<file path="src/rtl/joypad_pkg.sv">
// Shared CPU-bus constants and types for the $4016/$4017 controller port.
package joypad_pkg;

  localparam logic [15:0] ADDR_JOY1        = 16'h4016;
  localparam logic [15:0] ADDR_JOY2        = 16'h4017;
  localparam logic [7:0]  OPEN_BUS_DEFAULT = 8'h40;

  typedef enum logic [1:0] {
    PULSE_IDLE = 2'd0,
    PULSE_LOW  = 2'd1,
    PULSE_GAP  = 2'd2
  } pulse_state_e;

  // Upper three bits float to the open-bus value; only D0 carries controller data.
  function automatic logic [7:0] read_byte(input logic [7:0] open_bus, input logic bit0);
    return {open_bus[7:5], 4'b0000, bit0};
  endfunction

endpackage

</file>
<file path="src/rtl/joypad_clk_gen.sv">
// Per-port shift-clock generator: turns each end-of-read into one active-low pulse,
// queuing at most one extra pulse and flagging any read edge that had to be dropped.
module joypad_clk_gen
  import joypad_pkg::*;
#(
  parameter int CLK_LOW_CYCLES = 1
) (
  input  logic clock,
  input  logic nreset,
  input  logic rd_n,
  output logic clk_n,
  output logic overrun_evt
);

  localparam logic [2:0] LOW_LOAD = 3'(CLK_LOW_CYCLES - 1);

  pulse_state_e state_q, state_d;
  logic [2:0]   cnt_q, cnt_d;
  logic         pend_q, pend_d;
  logic         rd_n_q, rd_n_d;
  logic         clk_n_q, clk_n_d;
  logic         end_read;

  always_comb begin
    state_d     = state_q;
    cnt_d       = cnt_q;
    pend_d      = pend_q;
    rd_n_d      = rd_n;
    overrun_evt = 1'b0;
    end_read    = rd_n & ~rd_n_q;

    case (state_q)
      PULSE_IDLE: begin
        if (end_read) begin
          state_d = PULSE_LOW;
          cnt_d   = LOW_LOAD;
        end
      end
      PULSE_LOW: begin
        if (cnt_q == 3'd0) begin
          state_d = PULSE_GAP;
        end else begin
          cnt_d = cnt_q - 3'd1;
        end
        if (end_read) begin
          if (pend_q) overrun_evt = 1'b1;
          else        pend_d      = 1'b1;
        end
      end
      PULSE_GAP: begin
        // An edge landing in the gap with nothing queued is served straight away,
        // so the pending flag can never be stranded in IDLE.
        if (pend_q) begin
          state_d     = PULSE_LOW;
          cnt_d       = LOW_LOAD;
          pend_d      = 1'b0;
          overrun_evt = end_read;
        end else if (end_read) begin
          state_d = PULSE_LOW;
          cnt_d   = LOW_LOAD;
        end else begin
          state_d = PULSE_IDLE;
        end
      end
      default: begin
        state_d = PULSE_IDLE;
      end
    endcase

    clk_n_d = (state_d != PULSE_LOW);
  end

  always_ff @(posedge clock or negedge nreset) begin
    if (!nreset) begin
      state_q <= PULSE_IDLE;
      cnt_q   <= 3'd0;
      pend_q  <= 1'b0;
      rd_n_q  <= 1'b1;
      clk_n_q <= 1'b1;
    end else begin
      state_q <= state_d;
      cnt_q   <= cnt_d;
      pend_q  <= pend_d;
      rd_n_q  <= rd_n_d;
      clk_n_q <= clk_n_d;
    end
  end

  assign clk_n = clk_n_q;

endmodule

</file>
<file path="src/rtl/joypad_port.sv">
// $4016/$4017 controller responder: latch register, input synchronizers, read mux,
// and two shift-clock generators. Read data is combinational from the strobes.
module joypad_port
  import joypad_pkg::*;
#(
  parameter logic [7:0] OPEN_BUS       = OPEN_BUS_DEFAULT,
  parameter int         SYNC_STAGES    = 2,
  parameter int         CLK_LOW_CYCLES = 1
) (
  input  logic       clock,
  input  logic       nreset,
  input  logic       naddr4016r,
  input  logic       naddr4017r,
  input  logic       addr4016w,
  input  logic [7:0] data_in,
  output logic [7:0] data_out,
  output logic       joy_strobe,
  output logic       joy1_clk_n,
  output logic       joy2_clk_n,
  input  logic       joy1_data_n,
  input  logic       joy2_data_n,
  output logic       overrun
);

  logic [SYNC_STAGES-1:0] sync1_q, sync1_d;
  logic [SYNC_STAGES-1:0] sync2_q, sync2_d;
  logic                   joy_strobe_q, joy_strobe_d;
  logic                   overrun_q, overrun_d;
  logic                   sync1, sync2;
  logic                   rd2_n;
  logic                   ovr1_evt, ovr2_evt;
  logic                   unused_data;

  assign unused_data = ^data_in[7:1];
  assign sync1       = sync1_q[SYNC_STAGES-1];
  assign sync2       = sync2_q[SYNC_STAGES-1];

  // Port 1 wins a simultaneous read, so port 2 only sees its own strobe when port 1 is idle.
  assign rd2_n = naddr4017r | ~naddr4016r;

  always_comb begin
    sync1_d      = {sync1_q[SYNC_STAGES-2:0], joy1_data_n};
    sync2_d      = {sync2_q[SYNC_STAGES-2:0], joy2_data_n};
    joy_strobe_d = addr4016w ? data_in[0] : joy_strobe_q;
    overrun_d    = overrun_q | ovr1_evt | ovr2_evt;

    data_out = 8'h00;
    if (!naddr4016r)      data_out = read_byte(OPEN_BUS, ~sync1);
    else if (!naddr4017r) data_out = read_byte(OPEN_BUS, ~sync2);
  end

  always_ff @(posedge clock or negedge nreset) begin
    if (!nreset) begin
      sync1_q      <= '1;
      sync2_q      <= '1;
      joy_strobe_q <= 1'b0;
      overrun_q    <= 1'b0;
    end else begin
      sync1_q      <= sync1_d;
      sync2_q      <= sync2_d;
      joy_strobe_q <= joy_strobe_d;
      overrun_q    <= overrun_d;
    end
  end

  joypad_clk_gen #(.CLK_LOW_CYCLES(CLK_LOW_CYCLES)) u_clk_gen1 (
    .clock       (clock),
    .nreset      (nreset),
    .rd_n        (naddr4016r),
    .clk_n       (joy1_clk_n),
    .overrun_evt (ovr1_evt)
  );

  joypad_clk_gen #(.CLK_LOW_CYCLES(CLK_LOW_CYCLES)) u_clk_gen2 (
    .clock       (clock),
    .nreset      (nreset),
    .rd_n        (rd2_n),
    .clk_n       (joy2_clk_n),
    .overrun_evt (ovr2_evt)
  );

  assign joy_strobe = joy_strobe_q;
  assign overrun    = overrun_q;

endmodule
</file>
<file path="config.mk">
export PLATFORM = sky130hd
export DESIGN_NAME = joypad_port
export DESIGN_NICKNAME = d
export VERILOG_FILES = /design/src/rtl/joypad_pkg.sv /design/src/rtl/joypad_clk_gen.sv /design/src/rtl/joypad_port.sv
export SDC_FILE = /design/constraint.sdc
export NUM_CORES = 1
export LEC_CHECK = 0
export CORE_MARGIN = 8
export CORE_UTILIZATION = 40
export DETAILED_ROUTE_END_ITERATION = 8
export PLACE_DENSITY = 0.66
export SKIP_LAST_GASP = 1
export SLEW_MARGIN = 15
export SYNTH_ARGS = -nofsm -noshare
export SYNTH_HDL_FRONTEND = slang
export SYNTH_SLANG_ARGS = --single-unit
</file>
<file path="constraint.sdc">
create_clock -name clock -period 1.49 [get_ports clock]
set_input_delay 0.2235 -clock clock [delete_from_list [all_inputs] [get_ports clock]]
set_output_delay 0.2235 -clock clock [all_outputs]
set_load 0.02 [all_outputs]
</file>
==> results_dict.tcl <==
set metrics [dict create \
    setup_violations 3 \
    worstPathCellList "inv_4, ha_4, o21ai_2, a221o_1, buf_4, a21o_1" \
    clock-sinks 22 \
    grt_busiest_layer "met2" \
    rsz0062_at_grt "true" \
    grtUsageMet3_pct 3.390 \
    status "finished with violations" \
    clock_latency_ns 0.30 \
    yosysWarningCount 0 \
    yosysSeqAreaShare_pct 46.09 \
    tns_ns -0.1568 \
    grt_pass1_wl_um 4374 \
    skew_ns 0.005913 \
    start_util_pct 40.84 \
    endpoint "u_clk_gen1.cnt_q[0]$_DFFE_PN0P_" \
    slew_viol_final 0 \
    drcViolationCount 0 \
    dpl.hpwl_um 1954 \
    grt_pass1_vias 1042 \
    design_area_um2 1642 \
    clk_pin_slew_ns 0.12 \
    peakVddDrop_mv 0.7547 \
    rr_endpoint "u_clk_gen1.cnt_q[0]$_DFFE_PN0P_" \
    die_x_um 71.14 \
    cp-startpoint "u_clk_gen1.state_q[1]$_DFF_PN0_" \
    r2r_cells 6 \
    cts_inserted_buffers 3 \
    wl_per_cell_um 14.13 \
    io_pins 27 \
    syn_area_per_cell_um2 10.39 \
    ys.flop_type "dfrtp_1" \
    netlist_area_um2 1216 \
    die_h_um 71.14 \
    fillers 277 \
    vias_per_cell 5.160 \
    diodes 0 \
    cts_tree "built" \
    min_path_type "input pin to async pin" \
    grt_max_degree 23 \
    design.core.area_um2 2978 \
    drive_gt1_share_pct 38.71 \
    dr.pass1.iters 4 \
    path_max_fanout 3 \
    area_growth_pct 34.98 \
    synth_cell_types 38 \
    p_leak_nw 0.7597 \
    rows 20 \
    reg2reg_from "u_clk_gen1.state_q[1]$_DFF_PN0_" \
    cp.arrival_ns 1.75 \
    portBuffers 13 \
    power_mw 2.564 \
    crit_type "flop to flop" \
    drtIter0Drc 28 \
    nets 183 \
    antenna_found_initial 0 \
    critPathSlowestCell "dfrtp_2" \
    hold_viol_final 0 \
    cts_hold_buf 0 \
    clockRootBuffer "clkbuf_4" \
    drv_cap 0 \
    violations "negative setup slack" \
    cpPeakStageDelay_ns 0.45 \
    final_common_cell "buf_4" \
    vias 970 \
    crit_path_end_kind "flop" \
    placed_area_um2 1499 \
    mostFrequentLayoutCells "buf_4, dfrtp_1, dfstp_2" \
    grt_usage_pct 10.64 \
    p_per_area_nw_per_um2 1562 \
    cts_max_level 1 \
    met1_usage_pct 11.24 \
    async_flop_share_pct 100.0 \
    postRouteWirelength_um 2656 \
    fin_ws_ns -0.06403 \
    synthCells 117 \
    synth-seq-cells 22 \
    fin_cells 188 \
    grtUsageMet2_pct 19.90 \
    place_inst 178 \
    period_share_pct 104.3 \
    fmax_mhz 643.5 \
    cp.required_ns 1.69 \
    pre_cts_slack_ns -0.3896 \
    finalCriticalPeriod_ns 1.554 \
    synth_edf_count 0 \
    worstSetupStartpointType "flop" \
    clockBufferDepth 2 \
    rrSetupSlack_ns -0.06 \
    ant_nets 0 \
    dieArea_um2 5061 \
    grt-ovfl-total 0 \
    routabilityCongestion 0.7905 \
]
state kept, by name, indices dropped and copies added (netlist names), 2 cells and up:
| signal | cells |
|---|---|
| sync1_q | 2 |
| sync2_q | 2 |
| u_clk_gen1.cnt_q | 3 |
| u_clk_gen1.state_q | 2 |
| u_clk_gen2.cnt_q | 3 |
| u_clk_gen2.state_q | 2 |
metal layers:
layer	wire, µm	vias to the layer above
li1	-	473
met1	1163	477
met2	1389	18
met3	87	2
met4	15	0
met5	0	-
worst max-delay path, delay by kind of cell, from the launching register on:
family,cells,cell delay (ns)
buffers and inverters,2,0.21
adder cells (fa/ha/maj),1,0.27
flip-flops,1,0.45
AO/OA/AOI/OAI,3,0.52
repair_timing:
item,CTS,global route
pin swaps,0,5
gates resized for setup,7,23
buffers inserted,2,4
endpoints found under the setup margin,8,9
report_power, final:
| part | internal (mW) | leakage, nW | switching [mW] |
|---|---|---|---|
| registers | 0.753 | 0.263 | 0.119 |
| clock network | 0.149 | 0.0210 | 0.170 |
| logic | 0.683 | 0.476 | 0.690 |
| total | 1.59 | 0.760 | 0.978 |
cell type report:
class / count / area, µm² / area share [%]
inverter: 11 / 47.55 / 2.896
timing repair buffer: 36 / 291.5 / 17.76
multi-input combinational: 82 / 661.9 / 40.32
tap: 33 / 41.29 / 2.515
sequential: 22 / 563.0 / 34.30
clock buffer: 4 / 36.28 / 2.210
how the worst min path moves through the flow:
stage          slack [ns]                         endpoint            startpoint
6_report             0.26           joy_strobe$_DFFE_PN0P_                nreset
5_1_grt              0.26           joy_strobe$_DFFE_PN0P_                nreset
4_1_cts              0.26  u_clk_gen1.state_q[0]$_DFF_PN0_                nreset
3_5_place_dp         0.35             sync1_q[1]$_DFF_PN1_  sync1_q[0]$_DFF_PN1_
3_3_place_gp         0.35             sync1_q[1]$_DFF_PN1_  sync1_q[0]$_DFF_PN1_
2_1_floorplan       -0.07           joy_strobe$_DFFE_PN0P_                nreset
metrics by stage:
stage                     util [%]  hold slack [ns]
after floorplan                  -         -0.07209
after global placement       50.34           0.3481
after detailed placement     50.34           0.3494
after CTS                    51.89           0.2582
after global routing         55.13           0.2583
final                        55.13           0.2572
cell families after synthesis:
| kind of cell | after synthesis | synth area share [%] |
|---|---|---|
| AOI/OAI and AO/OA | 33 | 18.52 |
| and+or+nand+nor | 30 | 14.20 |
| DFF | 22 | 46.09 |
| buffers and inverters | 18 | 7.612 |
| adders and majority gates | 12 | 12.35 |
| muxes | 1 | 0.9259 |
| other | 1 | 0.3083 |
cells in the mapped netlist, types with 3 or more instances:
cell type  count  area [µm²]
nand3_1        3       15.01
nand2b_1       3       18.77
nor2_1         5       18.77
nand2_1        7       26.28
inv_1         10       37.54
ha_1          12       150.1
dfrtp_1       14       350.3
a21oi_1        4       20.02
nor2b_1        4       25.02
dfstp_2        8       210.2
a21o_1         4       30.03
o21ai_0        7       35.03
buf_4          6       45.04
Note: power is estimated with default switching activity, not from simulation.
